<file path="src/rtl/patp_pkg.sv">
// Shared types for the PATP control sequencer: opcodes, ALU operations and sequencer states.
package patp_pkg;

    localparam int OPCODE_W  = 3;
    localparam int OPERAND_W = 5;

    typedef enum logic [2:0] {
        OP_LOAD  = 3'd0,
        OP_STORE = 3'd1,
        OP_ADD   = 3'd2,
        OP_SUB   = 3'd3,
        OP_JMP   = 3'd4,
        OP_BZ    = 3'd5,
        OP_INC   = 3'd6,
        OP_HALT  = 3'd7
    } opcode_e;

    typedef enum logic [1:0] {
        ALU_PASS = 2'd0,
        ALU_ADD  = 2'd1,
        ALU_SUB  = 2'd2,
        ALU_INC  = 2'd3
    } alu_op_e;

    typedef enum logic [2:0] {
        ST_IDLE   = 3'd0,
        ST_FETCH  = 3'd1,
        ST_DECODE = 3'd2,
        ST_MEM    = 3'd3,
        ST_HALT   = 3'd4
    } state_e;

    // LOAD, STORE, ADD and SUB occupy the lower half of the opcode space.
    function automatic logic is_mem_op(input opcode_e op);
        return (op == OP_LOAD) || (op == OP_STORE) || (op == OP_ADD) || (op == OP_SUB);
    endfunction

endpackage

</file>
<file path="src/rtl/patp_ctrl.sv">
// PATP fetch/decode/execute sequencer driving memory, IR, PC and accumulator strobes.
// Optional memory-ack timeout enabled by defining PATP_CTRL_MEM_TIMEOUT_EN.
module patp_ctrl
    import patp_pkg::*;
#(
    parameter int OPCODE_W    = patp_pkg::OPCODE_W,
    parameter int OPERAND_W   = patp_pkg::OPERAND_W,
    parameter int MEM_TIMEOUT = 15
) (
    input  logic                 clk,
    input  logic                 rst,
    input  logic                 run,
    input  logic [OPCODE_W-1:0]  opcode,
    input  logic [OPERAND_W-1:0] operand,
    input  logic                 acc_zero,
    input  logic                 mem_ack,
    output logic                 mem_req,
    output logic                 mem_we,
    output logic                 addr_sel,
    output logic                 ir_we,
    output logic                 pc_inc,
    output logic                 pc_load,
    output logic                 acc_we,
    output logic [1:0]           alu_op,
    output logic                 halted,
    output logic                 err
);

    state_e  state;
    state_e  state_nxt;
    opcode_e op;
    alu_op_e alu_sel;
    logic    timeout;
    logic    unused_operand;

    assign op             = opcode_e'(opcode);
    assign alu_op         = alu_sel;
    assign unused_operand = ^operand;

`ifdef PATP_CTRL_MEM_TIMEOUT_EN
    logic [3:0] wait_cnt;
    logic       err_q;

    // Fires on the last ack-less cycle; an ack in that same cycle still completes normally.
    assign timeout = !mem_ack && (wait_cnt == 4'(MEM_TIMEOUT - 1));
    assign err     = err_q;
`else
    localparam int UNUSED_TIMEOUT = MEM_TIMEOUT;
    assign timeout = 1'b0;
    assign err     = 1'b0;
`endif

    always_comb begin
        state_nxt = state;
        mem_req   = 1'b0;
        mem_we    = 1'b0;
        addr_sel  = 1'b0;
        ir_we     = 1'b0;
        pc_inc    = 1'b0;
        pc_load   = 1'b0;
        acc_we    = 1'b0;
        alu_sel   = ALU_PASS;
        halted    = 1'b0;
        case (state)
            ST_IDLE: begin
                if (run) state_nxt = ST_FETCH;
            end
            ST_FETCH: begin
                mem_req = 1'b1;
                if (mem_ack) begin
                    ir_we     = 1'b1;
                    pc_inc    = 1'b1;
                    state_nxt = ST_DECODE;
                end else if (timeout) begin
                    state_nxt = ST_HALT;
                end
            end
            ST_DECODE: begin
                if (is_mem_op(op)) begin
                    state_nxt = ST_MEM;
                end else begin
                    case (op)
                        OP_JMP:  pc_load = 1'b1;
                        OP_BZ:   pc_load = acc_zero;
                        OP_INC: begin
                            acc_we  = 1'b1;
                            alu_sel = ALU_INC;
                        end
                        default: halted = 1'b1;
                    endcase
                    if (op == OP_HALT) state_nxt = ST_HALT;
                    else               state_nxt = run ? ST_FETCH : ST_IDLE;
                end
            end
            ST_MEM: begin
                mem_req  = 1'b1;
                addr_sel = 1'b1;
                mem_we   = (op == OP_STORE);
                if (mem_ack) begin
                    case (op)
                        OP_LOAD: begin acc_we = 1'b1; alu_sel = ALU_PASS; end
                        OP_ADD:  begin acc_we = 1'b1; alu_sel = ALU_ADD;  end
                        OP_SUB:  begin acc_we = 1'b1; alu_sel = ALU_SUB;  end
                        default: acc_we = 1'b0;
                    endcase
                    state_nxt = run ? ST_FETCH : ST_IDLE;
                end else if (timeout) begin
                    state_nxt = ST_HALT;
                end
            end
            ST_HALT: halted = 1'b1;
            default: state_nxt = ST_IDLE;
        endcase
    end

    always_ff @(posedge clk) begin
        if (rst) begin
            state <= ST_IDLE;
`ifdef PATP_CTRL_MEM_TIMEOUT_EN
            wait_cnt <= 4'd0;
            err_q    <= 1'b0;
`endif
        end else begin
            state <= state_nxt;
`ifdef PATP_CTRL_MEM_TIMEOUT_EN
            // Any state change restarts the count, which covers every entry to FETCH or MEM.
            if (state_nxt != state) wait_cnt <= 4'd0;
            else                    wait_cnt <= wait_cnt + 4'd1;
            if (timeout && (state == ST_FETCH || state == ST_MEM)) err_q <= 1'b1;
`endif
        end
    end

endmodule

</file>
<file path="config.mk">
export PLATFORM = sky130hd
export DESIGN_NAME = patp_ctrl
export DESIGN_NICKNAME = d
export VERILOG_FILES = /design/src/rtl/patp_pkg.sv /design/src/rtl/patp_ctrl.sv
export SDC_FILE = /design/constraint.sdc
export NUM_CORES = 1
export LEC_CHECK = 0
export ABC_AREA = 1
export CAP_MARGIN = 20
export CORE_AREA = 2 2 39 41
export DETAILED_ROUTE_END_ITERATION = 10
export DIE_AREA = 0 0 41 43
export GPL_TIMING_DRIVEN = 0
export PLACE_DENSITY = 0.64
export SLEW_MARGIN = 20
export SYNTH_ARGS = -nofsm -noshare
export SYNTH_HDL_FRONTEND = slang
export SYNTH_SLANG_ARGS = --single-unit
</file>
<file path="constraint.sdc">
create_clock -name clk -period 1.71 [get_ports clk]
set_input_delay 0.342 -clock clk [delete_from_list [all_inputs] [get_ports clk]]
set_output_delay 0.342 -clock clk [all_outputs]
set_load 0.01 [all_outputs]
</file>
# Word-level counts from Yosys, hierarchy flattened
# Index checks and enable logic that the tools add are counted.
# word_totals
register_bits,3
in_bits,13
out_inout_bits,11
word_cells,53
# classes
eq_ne,14
muxes,28
bitwise_logic,1
reduce_logical,9
# op_table
cell,count
== test 3 bit (second input constant),5
two-way mux 3 bit,5
one-hot mux 3 bit (5 select lines),1
two-way mux 1 bit,14
== test 3 x 2 -> 1 bit (second input constant),4
one-hot mux 2 bit (2 select lines),2
== test 3 x 1 -> 1 bit (second input constant),2
logical NOT 3 bit,2
two-way mux 2 bit,3
inequality test 2 bit (second input constant),3
one-hot mux 1 bit (2 select lines),3
OR reduction 3 bit,2
AND reduction 4 bit,1
logical OR 1 bit,3
OR reduction 2 bit,1
NOT 1 bit,1

# Depth between registers and ports, before layout
# Gate-level depths: netlist of the first run.
# depth
ltp_word,6
ltp_mapped,7

# Worst setup path before layout of the first run
# No wires, ideal clock.
# synth_timing
path_kind,reg-to-output
start,register state[0]
end,output pc_inc
arrival_ns,1.104
required_time_ns,1.368
setup_slack_ns,0.264
path_stages_with_launch,6
cell_sequence,dfxtp_1 > inv_2 > nor2_1 > nand2_1 > nor2_1 > buf_4
# synth_between
elab_chain_len,2
# synth_rtl
element,line,rtl
"start, declared",patp_ctrl.sv:29,state_e state;
"start signal, assigned",patp_ctrl.sv:124,state <= state_nxt;
== test 3 x 1 -> 1 bit,--,
two-way mux 1 bit,--,
"end, declared",patp_ctrl.sv:21,"output logic pc_inc,"
# No other way between the ends.

# Worst setup path after layout of the first run
# layout_timing
start,input mem_ack
end,output ir_we
# layout_between
elab_chain_len,2
# layout_rtl
element,line,rtl
"start, declared",patp_ctrl.sv:16,"input logic mem_ack,"
two-way mux 1 bit,patp_ctrl.sv:70,if (mem_ack) begin
two-way mux 1 bit,patp_ctrl.sv:64,case (state)
"end, declared",patp_ctrl.sv:20,"output logic ir_we,"
# No other way between the ends.

==> results of run 1 <==
## critical path, cell delays in order
cell	delay, ps
clkdlybuf4s50_1	530
inv_1	100
nor2_2	130
clkdlybuf4s15_1	240
## per-stage QoR
| step | hold WS, ps | cell area (sq um) | cells | setup WS [ps] | setup TNS [ps] |
|---|---|---|---|---|---|
| finish | 617.7 | 564.3 | 96 | 32.25 | 0 |
| global route | 680.6 | 564.3 | 96 | -29.26 | -42.04 |
| floorplan | 411.1 | 314.1 | 56 | 264.2 | 0 |
| detailed placement | 648.1 | 504.2 | 89 | -468.5 | -2799 |
| global placement | 643.8 | 504.2 | 89 | -496.9 | -2883 |
| CTS | 612.8 | 530.5 | 95 | 12.02 | 0 |
## power by group
group          internal (mW)  switching [mW]  leakage, nW
registers             0.0807         0.00795       0.0258
logic                 0.0683          0.0834        0.269
clock network         0.0874          0.0365       0.0150
## area by class of cell
| type | count | share of cell area, % |
|---|---|---|
| Tap cell | 16 | 3.548 |
| Buffer | 2 | 2.661 |
| Multi-Input combinational cell | 39 | 40.13 |
| Timing Repair Buffer | 20 | 29.71 |
| Inverter | 12 | 7.982 |
| Clock buffer | 4 | 4.656 |
| Sequential cell | 3 | 11.31 |
## cells in the final DEF (no fill, tap or decap), drive strengths merged
| cell type | n |
|---|---|
| dfxtp | 3 |
| conb | 1 |
| inv | 12 |
| and2b | 1 |
| dlymetal6s2s | 2 |
| clkbuf | 5 |
| nor3 | 1 |
| o21ai | 4 |
| nor2 | 6 |
| nand3 | 2 |
| a21oi | 2 |
| nand2 | 19 |
| a21boi | 1 |
| dlygate4sd2 | 3 |
| nand4 | 1 |
| clkdlybuf4s15 | 1 |
| clkdlybuf4s50 | 5 |
| buf | 10 |
| a211oi | 1 |
## logic make-up after synthesis
family | after synthesis | share of synthesized area, %
AO/OA/AOI/OAI | 8 | 15.54
other | 1 | 1.194
AND/OR/NAND/NOR | 30 | 45.02
buffers and inverters | 14 | 19.12
flip-flops | 3 | 19.12
## routing by layer
layer	vias to the layer above	wire, microns	share of wire, %	track usage [%]
met5	-	0	0	0
met4	0	6	0.69	8.000
met3	2	34	3.9	4.712
met2	7	466	54	16.25
met1	177	360	42	11.25
li1	214	-	-	-
## final timing paths
kind                               from                    end  slack (ps)  cells past startpoint
setup reg to reg  state[0]$_SDFFE_PP0P_  state[1]$_SDFFE_PP0P_         540                      7
hold reg to reg   state[2]$_SDFFE_PP0P_  state[0]$_SDFFE_PP0P_         640                      3
setup / recovery                mem_ack                  ir_we          30                      4
hold / removal                opcode[2]  state[1]$_SDFFE_PP0P_         620                      4
## repair_timing
action                     in CTS  in global routing
gates cloned                    0                  0
setup endpoints to repair      10                  7
buffers inserted                2                  1
pin swaps                       2                  2
resized for setup              34                 11
==> results.md, run 1 <==
| Item | Reported |
|:---|:---|
| Sequential element share of the synthesized area | 19.12% |
| Vias | 400 |
| DIE WIDTH | 41 microns |
| Chip height | 43 microns |
| Power density normalized to cell area | 645.7 mW/mm^2 |
| Floorplan die area | 0.001763 sq mm |
| Portion of synthesized cell area occupied by the leading cell type | 22.71% |
| Critical path class | in -> out |
| Via count of the first global-routing pass | 336 |
| Area occupied by registers | 63.81 sq um |
| Post-Synthesis Net Count | 69 |
| H-Tree Depth | 1 |
| Overflow left after global routing | 0 |
| Fraction of synthesis flops using an asynchronous set or reset pin | 0% |
| Total track usage | 10.84% |
| RSZ-0062 raised after global routing | true |
| Synth area leader | nand2_1 |
| Yosys warns | 0 |
| Commonest cells post-synth | 19 x nand2_1, 9 x inv_1, 5 x nor2_1 |
| Worst IR Drop VDD | 0.3363 mV |
| Fin. Hold Viols | 0 |
| Netlist cell types | 18 |
| Nature of the critical path startpoint | input port |
| # IOs | 24 |
| Post-synth EDFFs | 0 |
| Hold crit path type | in -> reg |
| Crit. End Element | output port |
| Post-layout util | 40.78% |
| Layout cell share with drive strength beyond 1 | 40.00% |
| Area of combinational cells with multiple inputs | 226.5 sq um |
| Clk pin slew, worst setup/hold paths | 40 ps |
| Maximum clock frequency | 596.0 MHz |
| DR vias/cell | 4.167 |
| Gpl congestion | 0.7040 |
| Run status | finished clean |
| Flip-flop count of the largest register after layout | 3 |
| Tcrit/Tclk final | 98.11% |
| Antenna-violating nets left | 0 |
| Clock tree from TritonCTS | done |
| Antenna violations before repair | 0 |
| Top flop regs | state (3) |
| Count of max-cap constraint violations | 0 |
| Placed wire-length estimate | 624.7 microns |
| Cell with the most instances after synthesis | nand2_1 |
| Insertion delay to the later sink of the worst-skew pair | 230 ps |
| Largest register by flop count | state |
| Antenna diode count | 0 |
| Min Clock Period, post-route | 1678 ps |
| Cts bufs inserted | 3 |
| Post-Synthesis Cells | 56 |
| Maximum count of clock buffers along a single path | 2 |
| Arrival time reported for the critical path endpoint | 1340 ps |
| Clock net sink count | 3 |
| Wire length after detailed routing | 867 microns |
| Number of buffers added on ports | 17 |
| Top post-synthesis cells by area | nand2_1 23%, dfxtp_1 19%, inv_1 11%, nor2_1 6.0%, nor3_4 5.2% |
| Reported leakage power | 0.3095 nW |
| Number of setup violations in the final report | 0 |
| Worst endpoint required time | 1370 ps |
| Syn avg cell area | 5.608 sq um |
| Average wire per cell in the routed design | 9.031 microns |
| Global-route wire length before repair | 1221 microns |
| Count of unresolved DRC violations after routing | 0 |
| Most used flip-flop cell after synthesis | dfxtp_1 |
| Mapped Area | 314.1 sq um |
| Synth-to-layout area growth | 79.68% |
| Floorplan core area | 0.001384 sq mm |
| Total power draw | 364.4 uW |
| Worst clock skew | 0.8536 ps |
| Crit Path Max Fanout | 3 |
| Std-Cell Rows | 14 |
| Net count of the finished layout | 94 |
| Starting DRC count in detailed routing | 10 |
| Largest net degree at the start of global routing | 5 |
| CTS Root Cell | clkbuf_4 |
| Number of synthesized register bits | 3 |
| Starting density of the core | 22.69% |
| CTS Hold Buffers Added | 0 |
| Number of detailed-routing iterations run before antenna repair | 3 |
| Max-slew violations | 0 |
| Fillcell total | 160 |
No activity file was read; power rests on OpenSTA's default activity.
==> run 2, diff against run 1 <==
==> constraint.sdc (replaced) <==
create_clock -name clk -period 1.6 [get_ports clk]
set_input_delay 0.32 -clock clk [delete_from_list [all_inputs] [get_ports clk]]
set_output_delay 0.32 -clock clk [all_outputs]
set_load 0.01 [all_outputs]
==> run 2 against run 1 <==
The run now ends with setup timing left. Register-to-register slack lost 40 ps. Cell count grew 1.0%. Sequential power grew 8.7%. Cell area shrank 0.22%. Combinational power grew 11%. Sequential share of layout area grew 0.47 points. Utilization shrank 0.090 points. Clock power grew 6%. Count of clock-buffer cells in the layout is the same. Critical endpoint is now alu_op[0]. Largest cell class unchanged. Highest routed layer unchanged.
==> results.md, run 2 (synthesized netlist as in run 1, its figures left out) <==
| Item | Reported |
|:---|:---|
| Run status | finished, violations left |
| Violations in the final reports | setup timing |
| Top library cells by usage in the layout, fill and taps aside | 16 x nand2_1, 7 x inv_1, 7 x buf_2 |
| Worst IR Drop VDD | 0.3493 mV |
| Flip-flop count of the largest register after layout | 3 |
| Starting density of the core | 22.69% |
| Arrival time reported for the critical path endpoint | 1290 ps |
| Total track usage | 11.45% |
| Insertion delay to the later sink of the worst-skew pair | 230 ps |
| Most frequent standard cell in the layout excluding fill and tap cells | nand2_1 |
| Fin. Hold Viols | 0 |
| Post-route worst setup slack | -9.411 ps |
| Beginning of the worst hold path | mem_ack |
| Via count of the first global-routing pass | 380 |
| Antenna-violating nets left | 0 |
| Maximum count of clock buffers along a single path | 2 |
| Starting DRC count in detailed routing | 6 |
| Tcrit/Tclk final | 100.6% |
| Count of max-cap constraint violations | 0 |
| Crit Path Max Fanout | 3 |
| DR vias/cell | 4.227 |
| Wire length after detailed routing | 827 microns |
| Overflow left after global routing | 0 |
| Chip height | 43 microns |
| CTS Root Cell | clkbuf_4 |
| Hold crit path type | in -> reg |
| Min Clock Period, post-route | 1609 ps |
| Critical path class | reg -> out |
| Synth-to-layout area growth | 79.28% |
| R2r endpoint | state[1]$_SDFFE_PP0P_ |
| Clk pin slew, worst setup/hold paths | 40 ps |
| Largest net degree at the start of global routing | 5 |
| Total power draw | 397.4 uW |
| RSZ-0062 raised after global routing | true |
| Max-slew violations | 0 |
| Antenna violations before repair | 0 |
| Worst endpoint required time | 1280 ps |
| # IOs | 24 |
| H-Tree Depth | 1 |
| Worst reg2reg path startpoint | state[0]$_SDFFE_PP0P_ |
| Worst clock skew | 1.046 ps |
| Net count of the finished layout | 95 |
| Number of setup violations in the final report | 1 |
| Clock net sink count | 3 |
| CP startpoint | state[0]$_SDFFE_PP0P_ |
| Power density normalized to cell area | 705.8 mW/mm^2 |
| Average wire per cell in the routed design | 8.526 microns |
| Antenna diode count | 0 |
| Fillcell total | 161 |
| Vias | 410 |
| Global-route wire length before repair | 1311 microns |
| Top flop regs | state (3) |
| Floorplan core area | 0.001384 sq mm |
| Worst hold path cell count | 4 |
| Clock tree from TritonCTS | done |
| Cts bufs inserted | 3 |
| Cell count of the worst reg-to-reg path | 6 |
| Nature of the critical path startpoint | flop |
| Crit. End Element | output port |
| Gpl congestion | 0.7040 |
| DIE WIDTH | 41 microns |
| Maximum clock frequency | 621.3 MHz |
| Largest register by flop count | state |
| Layout cell share with drive strength beyond 1 | 45.68% |
| Number of detailed-routing iterations run before antenna repair | 4 |
| Reported leakage power | 0.3014 nW |
| Std-Cell Rows | 14 |
| Number of buffers added on ports | 17 |
| Capture endpoint of the worst hold path | state[1]$_SDFFE_PP0P_ |
| Count of unresolved DRC violations after routing | 0 |
| Post-layout util | 40.69% |
| Floorplan die area | 0.001763 sq mm |
| Post-placement setup slack | -534.5 ps |
| Placed wire-length estimate | 624.7 microns |
| Register-to-Register Setup Slack | 500 ps |
-- run 2: power by group --
group          total [mW]  leakage (nW)  internal, mW  switching [mW]
Clock               0.132        0.0150        0.0934          0.0382
Combinational       0.169         0.260        0.0766          0.0928
Sequential         0.0964        0.0261        0.0863          0.0101
Total               0.397         0.301         0.256           0.141
-- run 2: cell type report --
class / count / area (sq um) / share of cell area, %
tap: 16 / 20.02 / 3.556
sequential: 3 / 66.31 / 11.78
clock buffer: 4 / 26.28 / 4.667
buffer: 2 / 15.01 / 2.667
timing repair buffer: 21 / 162.7 / 28.89
multi-input combinational: 39 / 225.2 / 40.00
inverter: 12 / 47.55 / 8.444
-- run 2: how the worst max path moves through the flow --
stage / slack [ps] / to / cells after the start
final: -9 / alu_op[0] / 6
after CTS: -60 / alu_op[0] / 6
after floorplan: 180 / pc_inc / 5
after global routing: -90 / alu_op[0] / 6
after global placement: -560 / pc_load / 6
after detailed placement: -530 / pc_load / 6
-- run 2: what timing repair did --
| item | 4_1_cts | 5_1_grt |
|---|---|---|
| pin swaps | 6 | 4 |
| resized for setup | 51 | 5 |
| hold buffers | 0 | 0 |
| setup endpoints to repair | 10 | 8 |
| buffers inserted | 4 | 0 |
-- run 2: metal layers --
metal	part of all wire [%]	track usage (%)
met5	0	0
met4	0.73	8.000
met3	4.5	4.712
met2	52	18.44
met1	43	10.93
-- run 2: worst max-delay path: stages (launching register included) --
cell,delay (ps)
dfxtp_2,340
inv_4,50
nor3_4,190
nand3_2,120
buf_6,130
a21boi_2,90
buf_2,130
-- run 2: per-stage QoR --
stage / area [sq um] / hold slack (ps) / setup TNS, ps / cells
after floorplan: 314.1 / 389.1 / 0 / 56
after global placement: 504.2 / 643.8 / -3411 / 89
after detailed placement: 504.2 / 648.1 / -3327 / 89
after CTS: 548.0 / 562.6 / -71.79 / 97
after global routing: 563.0 / 605.2 / -202.3 / 97
final: 563.0 / 577.9 / -9.411 / 97
==> run 3, diff against run 2 <==
--- a/config.mk
+++ b/config.mk
@@ -11,7 +11,7 @@
 export DETAILED_ROUTE_END_ITERATION = 10
 export DIE_AREA = 0 0 41 43
 export GPL_TIMING_DRIVEN = 0
-export PLACE_DENSITY = 0.64
+export PLACE_DENSITY_LB_ADDON = 0.25
 export SLEW_MARGIN = 20
 export SYNTH_ARGS = -nofsm -noshare
 export SYNTH_HDL_FRONTEND = slang
==> run 3 against run 2 <==
The flow now finishes without violations. Utilization grew 2.4 points. Clock power is essentially flat. Cell area grew 5.8%. Combinational power grew 7%. First-iteration DRC count shrank 33%. Worst hold slack lost 1.4 ps. Maximum frequency grew 2.4%. Worst setup slack gained 38 ps. Die area is the same. Via count shrank 2.2%. Critical path depth shrank 1.
==> results.md, run 3 (synthesized netlist as in run 1, its figures left out) <==
| Item | Reported |
|:---|:---|
| Layout cell share with drive strength beyond 1 | 45.68% |
| Chip height | 43 microns |
| Antenna violations before repair | 0 |
| H-Tree Depth | 1 |
| Power density normalized to cell area | 679.2 mW/mm^2 |
| Total power draw | 404.5 uW |
| Nature of the critical path startpoint | flop |
| Clock tree from TritonCTS | done |
| Sequential share of power | 23.6% |
| Number of setup violations in the final report | 0 |
| Tcrit/Tclk final | 98.22% |
| Fillcell total | 156 |
| Area occupied by registers | 68.82 sq um |
| Top flop regs | state (3) |
| Largest net degree at the start of global routing | 5 |
| Number of buffers added on ports | 17 |
| Worst hold path cell count | 4 |
| Area of combinational cells with multiple inputs | 251.5 sq um |
| Top cell family by delay on the critical path | flip-flops |
| Min Clock Period, post-route | 1572 ps |
| Synth-to-layout area growth | 89.64% |
| Count of unresolved DRC violations after routing | 0 |
| Slowest library cell on the worst path | dfxtp_4 |
| Net count of the finished layout | 95 |
| Total stage count of the critical path | 5 |
| Crit Path Max Fanout | 4 |
| Fin. Hold Viols | 0 |
| Run status | finished clean |
| DIE WIDTH | 41 microns |
| Capture endpoint of the worst hold path | state[1]$_SDFFE_PP0P_ |
| DR vias/cell | 4.134 |
| Via count of the first global-routing pass | 400 |
| Clock net sink count | 3 |
| Starting DRC count in detailed routing | 4 |
| Insertion delay to the later sink of the worst-skew pair | 230 ps |
| Top library cells by usage in the layout, fill and taps aside | 17 x nand2_1, 7 x inv_1, 6 x buf_4, 6 x buf_2 |
| Floorplan die area | 0.001763 sq mm |
| Antenna-violating nets left | 0 |
| Register-to-Register Setup Slack | 560 ps |
| Gpl congestion | 0.6474 |
| Worst reg2reg path startpoint | state[1]$_SDFFE_PP0P_ |
| Net Sw Frac | 35.79% |
| CTS Hold Buffers Added | 0 |
| Maximum count of clock buffers along a single path | 2 |
| Overflow left after global routing | 0 |
| Clk pin slew, worst setup/hold paths | 40 ps |
| Cell count of the worst reg-to-reg path | 8 |
| CTS Root Cell | clkbuf_4 |
| Max-slew violations | 0 |
| Wire length after detailed routing | 806 microns |
| Cell internal power dissipation | 259.7 uW |
| Total track usage | 11.14% |
| Floorplan core area | 0.001384 sq mm |
| Worst IR Drop VDD | 0.3930 mV |
| Critical Path, Cell by Cell | nor3_4 -> buf_6 -> nand3_4 -> o21ai_2 -> buf_2 |
| Starting density of the core | 22.69% |
| Largest register by flop count | state |
| Clock network power share | 31.9% |
| Hold crit path type | in -> reg |
| Standard cell area after detailed placement | 504.2 sq um |
| Global-route wire length before repair | 1414 microns |
| Flip-flop count of the largest register after layout | 3 |
| Hold slack final | 576.5 ps |
| Average wire per cell in the routed design | 8.309 microns |
| R2r endpoint | state[0]$_SDFFE_PP0P_ |
| Maximum clock frequency | 636.3 MHz |
| Worst stage delay on the critical path | 360 ps |
| Net switching power | 144.8 uW |
| Reported leakage power | 0.3217 nW |
| Placed wire-length estimate | 629.6 microns |
| Count of max-cap constraint violations | 0 |
| Most frequent standard cell in the layout excluding fill and tap cells | nand2_1 |
| Crit path buf inv count | 2 |
| Crit. End Element | output port |
| Cell area after layout | 595.6 sq um |
| RSZ-0062 raised after global routing | true |
| Arrival time reported for the critical path endpoint | 1250 ps |
| Post-layout util | 43.04% |
| Antenna diode count | 0 |
| Worst clock skew | 2.047 ps |
| Vias | 401 |
| # IOs | 24 |
| Critical path class | reg -> out |
| Worst endpoint required time | 1280 ps |
| Cts bufs inserted | 3 |
| Std-Cell Rows | 14 |
| Number of detailed-routing iterations run before antenna repair | 2 |
| Fraction of power consumed by combinational cells | 44.5% |
| Beginning of the worst hold path | opcode[2] |
==> run 3: cell count changes in the layout (fill, tap and decap cells not counted), sizes merged <==
cell / before / now
clkdlybuf4s15: 1 / 0
dlymetal6s2s: 0 / 2
clkbuf: 4 / 5
dlygate4sd2: 6 / 4
==> run 3: area by class of cell <==
class / count / share of cell area [%]
Buffer: 2 / 2.521
Tap cell: 16 / 3.361
Clock buffer: 4 / 4.412
Multi-Input combinational cell: 39 / 42.23
Inverter: 12 / 7.983
Timing Repair Buffer: 21 / 27.94
Sequential cell: 3 / 11.55
==> run 3: worst max-delay path by stage <==
stage	from	to
2_1_floorplan	state[0]$_SDFFE_PP0P_	pc_inc
4_1_cts	opcode[0]	halted
5_1_grt	state[2]$_SDFFE_PP0P_	pc_load
3_5_place_dp	opcode[2]	pc_load
6_report	state[2]$_SDFFE_PP0P_	alu_op[1]
3_3_place_gp	opcode[2]	pc_load
==> run 3: power groups by stage <==
stage / sequential [mW] / combinational [mW] / clock [mW]
2_1_floorplan: 0.0927 / 0.0941 / 0
6_report: 0.0955 / 0.180 / 0.129
4_1_cts: 0.0941 / 0.160 / 0.131
5_1_grt: 0.0976 / 0.207 / 0.142
3_5_place_dp: 0.0945 / 0.156 / 0
3_3_place_gp: 0.0946 / 0.155 / 0
==> run 3: metrics by stage <==
| step | setup slack [ps] | TNS, ps | instances |
|---|---|---|---|
| final | 28.43 | 0 | 97 |
| after global routing | -38.29 | -137.0 | 97 |
| after CTS | -88.47 | -119.9 | 96 |
| after detailed placement | -559.4 | -3439 | 89 |
| after global placement | -563.6 | -3469 | 89 |
| after floorplan | 176.2 | 0 | 56 |
==> run 3: metal layers <==
metal	track usage, %	part of all wire [%]	up-vias
li1	-	-	219
met5	0	0	-
met2	18.75	55	10
met4	4.000	0	0
met1	13.18	40	172
met3	2.094	4.7	0
==> run 3: repair_timing <==
item	4_1_cts	5_1_grt
hold endpoints to repair	0	0
setup endpoints to repair	10	8
gates resized for setup	40	21
cloned	0	0
buffers inserted	3	1
pin swaps	2	4
==> run 3: worst reg2reg max path: stages, from the launching register on <==
cell,delay [ps]
dfxtp_2,310
buf_4,140
nor2_1,150
nand2_1,70
nand2_1,70
inv_1,40
nand2_1,40
nand2_1,50
a21oi_1,100
